### src/rtl/load_ext_pkg.sv
// Shared types and helpers for the load-writeback extend pipeline.
// Holds the access-size encoding, the size/alignment helpers and the
// stage payload layout used at the default 64-bit / 6-bit-tag configuration.
package load_ext_pkg;

  localparam int DEF_DATA_WIDTH = 64;
  localparam int DEF_TAG_WIDTH  = 6;

  // Access size as log2 of the byte count.
  typedef enum logic [1:0] {
    SZ_BYTE  = 2'd0,
    SZ_HALF  = 2'd1,
    SZ_WORD  = 2'd2,
    SZ_DWORD = 2'd3
  } size_e;

  // Stage payload at the default configuration; the top builds the same
  // layout from its own parameters so other widths stay consistent.
  typedef struct packed {
    logic [DEF_DATA_WIDTH-1:0] data;
    logic [1:0]                size;
    logic                      sgn;
    logic [DEF_TAG_WIDTH-1:0]  tag;
    logic                      err;
  } stage_t;

  function automatic int size_bytes(input int size);
    return 1 << size;
  endfunction

  // Offset alignment only: the field must fit between offset and the top
  // byte of the word. Wrapping past the top byte is an error, never a rotate.
  // An access wider than the word is caught by the first term.
  function automatic logic is_misaligned(input int offset, input int size,
                                         input int data_width);
    int nbytes;
    nbytes = data_width / 8;
    return (size_bytes(size) > nbytes) || (offset + size_bytes(size) > nbytes);
  endfunction

endpackage

### src/rtl/pipe_slice.sv
// Single elastic register slice with flush, parameterised by payload width.
// Latency 1 cycle; full throughput (ready = empty or downstream draining).
// Backpressure: in_ready drops only when full and out_ready is low; 0 in reset.
// Ports: clk, rst_n (sync, active-low), flush, in_valid/in_ready/in_pay,
//        out_valid/out_ready/out_pay.
module pipe_slice #(
  parameter int W = 8
) (
  input  logic         clk,
  input  logic         rst_n,
  input  logic         flush,
  input  logic         in_valid,
  output logic         in_ready,
  input  logic [W-1:0] in_pay,
  output logic         out_valid,
  input  logic         out_ready,
  output logic [W-1:0] out_pay
);

  logic         vld_q;
  logic [W-1:0] pay_q;

  assign in_ready  = rst_n && (!vld_q || out_ready);
  assign out_valid = vld_q;
  assign out_pay   = pay_q;

  always_ff @(posedge clk) begin
    if (!rst_n) begin
      vld_q <= 1'b0;
      pay_q <= '0;
    end else if (flush) begin
      // An accepting handshake during flush is dropped, not stalled.
      vld_q <= 1'b0;
    end else if (in_ready) begin
      vld_q <= in_valid;
      // Payload only moves with a real entry so idle inputs never leak in.
      if (in_valid) pay_q <= in_pay;
    end
  end

endmodule

### src/rtl/load_extend_pipe.sv
// Load-writeback align + sign/zero-extend pipeline carrying a ROB tag.
// Latency 2 register stages (align slice, extend slice); 1 result/cycle.
// Backpressure: elastic valid/ready, in_ready = !s1_valid || s1_advance.
// Ports: clk, rst_n (sync, active-low), flush; in_valid/in_ready with
//        in_data/in_offset/in_size/in_signed/in_tag; out_valid/out_ready with
//        out_data/out_tag/out_err (err forces out_data to zero).
module load_extend_pipe
  import load_ext_pkg::*;
#(
  parameter  int DATA_WIDTH = 64,
  parameter  int TAG_WIDTH  = 6,
  localparam int OFF_WIDTH  = $clog2(DATA_WIDTH / 8),
  localparam int SIZE_WIDTH = $clog2($clog2(DATA_WIDTH / 8) + 1)
) (
  input  logic                  clk,
  input  logic                  rst_n,
  input  logic                  flush,
  input  logic                  in_valid,
  output logic                  in_ready,
  input  logic [DATA_WIDTH-1:0] in_data,
  input  logic [OFF_WIDTH-1:0]  in_offset,
  input  logic [SIZE_WIDTH-1:0] in_size,
  input  logic                  in_signed,
  input  logic [TAG_WIDTH-1:0]  in_tag,
  output logic                  out_valid,
  input  logic                  out_ready,
  output logic [DATA_WIDTH-1:0] out_data,
  output logic [TAG_WIDTH-1:0]  out_tag,
  output logic                  out_err
);

  localparam int LOG2B = OFF_WIDTH;

  typedef struct packed {
    logic [DATA_WIDTH-1:0] data;
    logic [SIZE_WIDTH-1:0] size;
    logic                  sgn;
    logic [TAG_WIDTH-1:0]  tag;
    logic                  err;
  } s1_t;

  typedef struct packed {
    logic [DATA_WIDTH-1:0] data;
    logic [TAG_WIDTH-1:0]  tag;
    logic                  err;
  } s2_t;

  s1_t  s1_in, s1_q;
  s2_t  s2_in, s2_q;
  logic s1_valid, s1_advance;

  // Stage 1: bring the addressed field down to bit 0.
  always_comb begin
    s1_in      = '0;
    s1_in.data = in_data >> {in_offset, 3'b000};
    s1_in.size = in_size;
    s1_in.sgn  = in_signed;
    s1_in.tag  = in_tag;
    s1_in.err  = is_misaligned(int'(in_offset), int'(in_size), DATA_WIDTH);
  end

  pipe_slice #(.W($bits(s1_t))) u_s1 (
    .clk       (clk),
    .rst_n     (rst_n),
    .flush     (flush),
    .in_valid  (in_valid),
    .in_ready  (in_ready),
    .in_pay    (s1_in),
    .out_valid (s1_valid),
    .out_ready (s1_advance),
    .out_pay   (s1_q)
  );

  // Stage 2: one extension candidate per legal sub-word size, then select.
  logic [DATA_WIDTH-1:0] ext_opt [LOG2B+1];
  logic [DATA_WIDTH-1:0] ext;

  for (genvar g = 0; g < LOG2B; g++) begin : g_ext
    localparam int FW = 8 << g;
    assign ext_opt[g] = s1_q.sgn ? {{(DATA_WIDTH-FW){s1_q.data[FW-1]}}, s1_q.data[FW-1:0]}
                                 : {{(DATA_WIDTH-FW){1'b0}}, s1_q.data[FW-1:0]};
  end
  // Full-width access passes through regardless of signedness.
  assign ext_opt[LOG2B] = s1_q.data;

  always_comb begin
    ext = '0;
    for (int i = 0; i <= LOG2B; i++) begin
      if (s1_q.size == SIZE_WIDTH'(i)) ext = ext_opt[i];
    end
  end

  always_comb begin
    s2_in      = '0;
    s2_in.data = s1_q.err ? '0 : ext;
    s2_in.tag  = s1_q.tag;
    s2_in.err  = s1_q.err;
  end

  pipe_slice #(.W($bits(s2_t))) u_s2 (
    .clk       (clk),
    .rst_n     (rst_n),
    .flush     (flush),
    .in_valid  (s1_valid),
    .in_ready  (s1_advance),
    .in_pay    (s2_in),
    .out_valid (out_valid),
    .out_ready (out_ready),
    .out_pay   (s2_q)
  );

  assign out_data = s2_q.data;
  assign out_tag  = s2_q.tag;
  assign out_err  = s2_q.err;

endmodule

### config.mk
export PLATFORM = sky130hd
export DESIGN_NAME = load_extend_pipe
export DESIGN_NICKNAME = d
export VERILOG_FILES = /design/src/rtl/load_ext_pkg.sv /design/src/rtl/pipe_slice.sv /design/src/rtl/load_extend_pipe.sv
export SDC_FILE = /design/constraint.sdc
export NUM_CORES = 1
export LEC_CHECK = 0
export ABC_AREA = 0
export CORE_MARGIN = 3
export CORE_UTILIZATION = 55
export DETAILED_ROUTE_END_ITERATION = 10
export GPL_ROUTABILITY_DRIVEN = 0
export HOLD_SLACK_MARGIN = 0.15
export PLACE_DENSITY = 0.85
export SETUP_SLACK_MARGIN = 0.4
export SLEW_MARGIN = 20
export SYNTH_ARGS = -nofsm -noshare
export SYNTH_HDL_FRONTEND = slang
export SYNTH_SLANG_ARGS = --single-unit
### constraint.sdc
create_clock -name clk -period 3.7 [get_ports clk]
set_input_delay 0.74 -clock clk [delete_from_list [all_inputs] [get_ports clk]]
set_output_delay 0.74 -clock clk [all_outputs]
set_load 0.005 [all_outputs]
==> impl_results.md <==
* CP endpoint kind: output port
* Actual slew at the worst max-slew pin at 0.805 ns
* Setup Fix Bufs, Post-CTS at 0
* Mean post-synth cell area at around 9.2 µm²
* Crit-path max FO at 50
* Fill cells at around 900
* Fin Setup TNS at 0 ns
* Data arrival, critical path at 2.02 ns
* Relative slew slack at around 46%
* Via density per instance at between 6 and 7
* Slowest CP cell: buf_2
* RSZ-0062 raised after global routing: false
* Num rows at roughly 40
* CTS tree: yes
* Cells after Synth at 790
* WS Path Type: input port to output port
* ANT cells at 0
* GRT overflow at 0
* H-tree depth at 4
* Post-synthesis sequential area ratio at 40.3%
* Vias in the first global route at between 6,000 and 7,000
* Root buffer cell: clkbuf_16
* Starting Density at a little under three fifths
* Initial antenna violation count at 0
* Clk_skew at slightly below 0.009 ns
* Total global routing track utilization at between 20% and 30%
* Crit path max-delay family: buffers and inverters
* Period minus WS final at 2.76 ns
* Post-synthesis register bit count at approximately 150
* Dpl ws at between 0.7 and 0.8 ns
* Pin count of the biggest net entering global routing at 70
* Synth unique cells at 47
* FFs w/ async S/R, synth at 0%
* Max_cap viols at 0
* Drt drc at 0
* Routed WL per cell at 19.7 µm
* Worst skew pair latency at 0.42 ns
* Final number of setup-violating endpoints at 0
* Final Slew Violations at 0
* Post-Syn Nets at just under 900
* Port Buf Inserts at 153
* Chip height at around 120 µm
* DIE WIDTH at 121 µm
* DRT Wirelength at between 20 and 25 mm
* Worst Path Buf+Inv at 2
* Period utilization at between 70 and 80%
* P per Cell Area at approximately 400 nW/µm²
* Core outline area at approximately 13,000 µm²
* CP required at just under 3 ns
* Area Growth Syn to Fin at 28.4%
* Critical-path cell list: buf_2 > and2_1 > clkdlybuf4s50_1
* Full die area at between 10,000 and 15,000 µm²
* Share of cells above drive strength 1 at roughly a tenth
* Placed cell count at roughly 1,100
* CP peak stage delay at about 0.56 ns
* Startpoint Class: input port
* Peak VDD IR at roughly 0.00037 V
* Status: finished clean
* CTS Hold Bufs at 0
* CTS clock-pin slew for the worst setup and hold paths at ~0.06 ns
* Post-cts resize count at 0
* Yosys warns at 0
* Clock sink count at between 100 and 150
* Synth Cell Area at between 7000 and 8000 µm²
* Achievable clock frequency at between 0.3 and 0.4 GHz
* First-pass detailed-route iteration total at 5
* Final-report hold violation count at 0
* I/O pins at roughly 150
* Nets at 987
* DP HPWL at about 15 mm
* Non-Filler Instances at roughly 1,100
* Hold WC Path Type: flip-flop to flip-flop
* Leak Pwr at 3.41 nW
* Most used flip-flop cell after synthesis: dfxtp_1
* EDFF count, synth at 0
* First-pass GRT wire length at between 30 and 40 mm
* CTS buffer count at 17
* Post-DRT Antenna Nets at 0
* Clock buffer depth at 2
* Initial DRC count at 702
* Via count at slightly below 7,000
* Final worst setup slack at 0.940 ns
## metal layers
layer / part of all wire [%] / global-route usage [%]
met1: 40 / 38.9
met2: 48 / 49.3
met3: 9.6 / 6.71
met4: 2.7 / 9.59
met5: 0 / 0
## synth_stat cells (19+ instances only)
master,instances,area [µm²]
nor2_1,49,184
nor2b_1,19,119
buf_2,33,165
mux4_2,29,653
inv_1,21,78.8
mux2i_1,35,350
o2bb2ai_1,40,350
nand3_1,28,140
nand2_1,112,420
a21oi_1,23,115
dfxtp_1,147,2940
a21boi_0,54,405
o21ai_0,35,175
clkbuf_1,31,116
## kinds of logic after synthesis
kind of cell	synth area share (%)
AND/OR/NAND/NOR	16.0
AO/OA/AOI/OAI	22.1
flip-flops	40.3
buffers and inverters	6.60
multiplexers	14.1
adder cells (fa/ha/maj)	0.789
XOR/XNOR	0.120
## metrics by stage
step / hold WS [ns] / util, % / instance area, µm² / total power [mW]
2_1_floorplan: 0.431 / - / 7300 / 1.93
3_3_place_gp: 0.445 / 68.8 / 8790 / 2.10
3_5_place_dp: 0.450 / 68.8 / 8790 / 2.11
4_1_cts: 0.459 / 73.3 / 9370 / 3.74
5_1_grt: 0.476 / 73.4 / 9370 / 3.87
6_report: 0.458 / 73.4 / 9370 / 3.76
## final timing paths
path	from	cells after the start	slack, ns	endpoint
max	rst_n	3	0.94	in_ready
min	u_s2.out_pay[11]	2	0.46	u_s2.out_pay[11]
max reg2reg	u_s1.out_pay[8]	5	1.60	u_s2.out_pay[55]
min reg2reg	u_s2.out_pay[11]	2	0.46	u_s2.out_pay[11]
## state kept, by name (all words and copies together) (netlist names)
| name | count |
|---|---|
| u_s1.out_valid | 1 |
| u_s2.out_valid | 1 |
| u_s2.out_pay | 71 |
| u_s1.out_pay | 74 |
## power by group
part	total [mW]	switching [mW]	internal, mW
clock	1.66	0.694	0.970
sequential	1.64	0.0249	1.61
combinational	0.453	0.233	0.220
total	3.76	0.952	2.80
## placed cells by master, fill, tap and decap left out, types with 9 or more instances in the layout
| master | instances |
|---|---|
| clkdlybuf4s50_1 | 150 |
| o2bb2ai_1 | 40 |
| a31oi_1 | 12 |
| o21ai_0 | 35 |
| inv_1 | 21 |
| clkbuf_16 | 17 |
| nand3b_1 | 12 |
| dfxtp_1 | 147 |
| nor2_1 | 48 |
| nand3_1 | 26 |
| nor2b_1 | 19 |
| a21boi_1 | 11 |
| mux4_2 | 29 |
| mux2i_1 | 35 |
| a22oi_1 | 16 |
| and3_1 | 9 |
| buf_4 | 16 |
| a21boi_0 | 54 |
| a21oi_1 | 23 |
| nand2_1 | 111 |
## cell type report
| type | count | area [µm²] | share of cell area (%) |
|---|---|---|---|
| multi-input cells | 544 | 3890 | 41.6 |
| clock inverters | 13 | 125 | 1.34 |
| well taps | 172 | 215 | 2.30 |
| repair buffers | 170 | 1660 | 17.7 |
| inverters | 22 | 82.6 | 0.881 |
| clock buffers | 19 | 453 | 4.83 |
| flip-flops and latches | 147 | 2940 | 31.4 |
## worst register-to-register path, cell delays in order (launching register included)
cell       delay [ns]
dfxtp_1          0.54
mux2_2           0.38
a21o_1           0.37
nand4_2          0.17
buf_4            0.33
o2bb2ai_1        0.18
(Power assumes the default switching activity.)
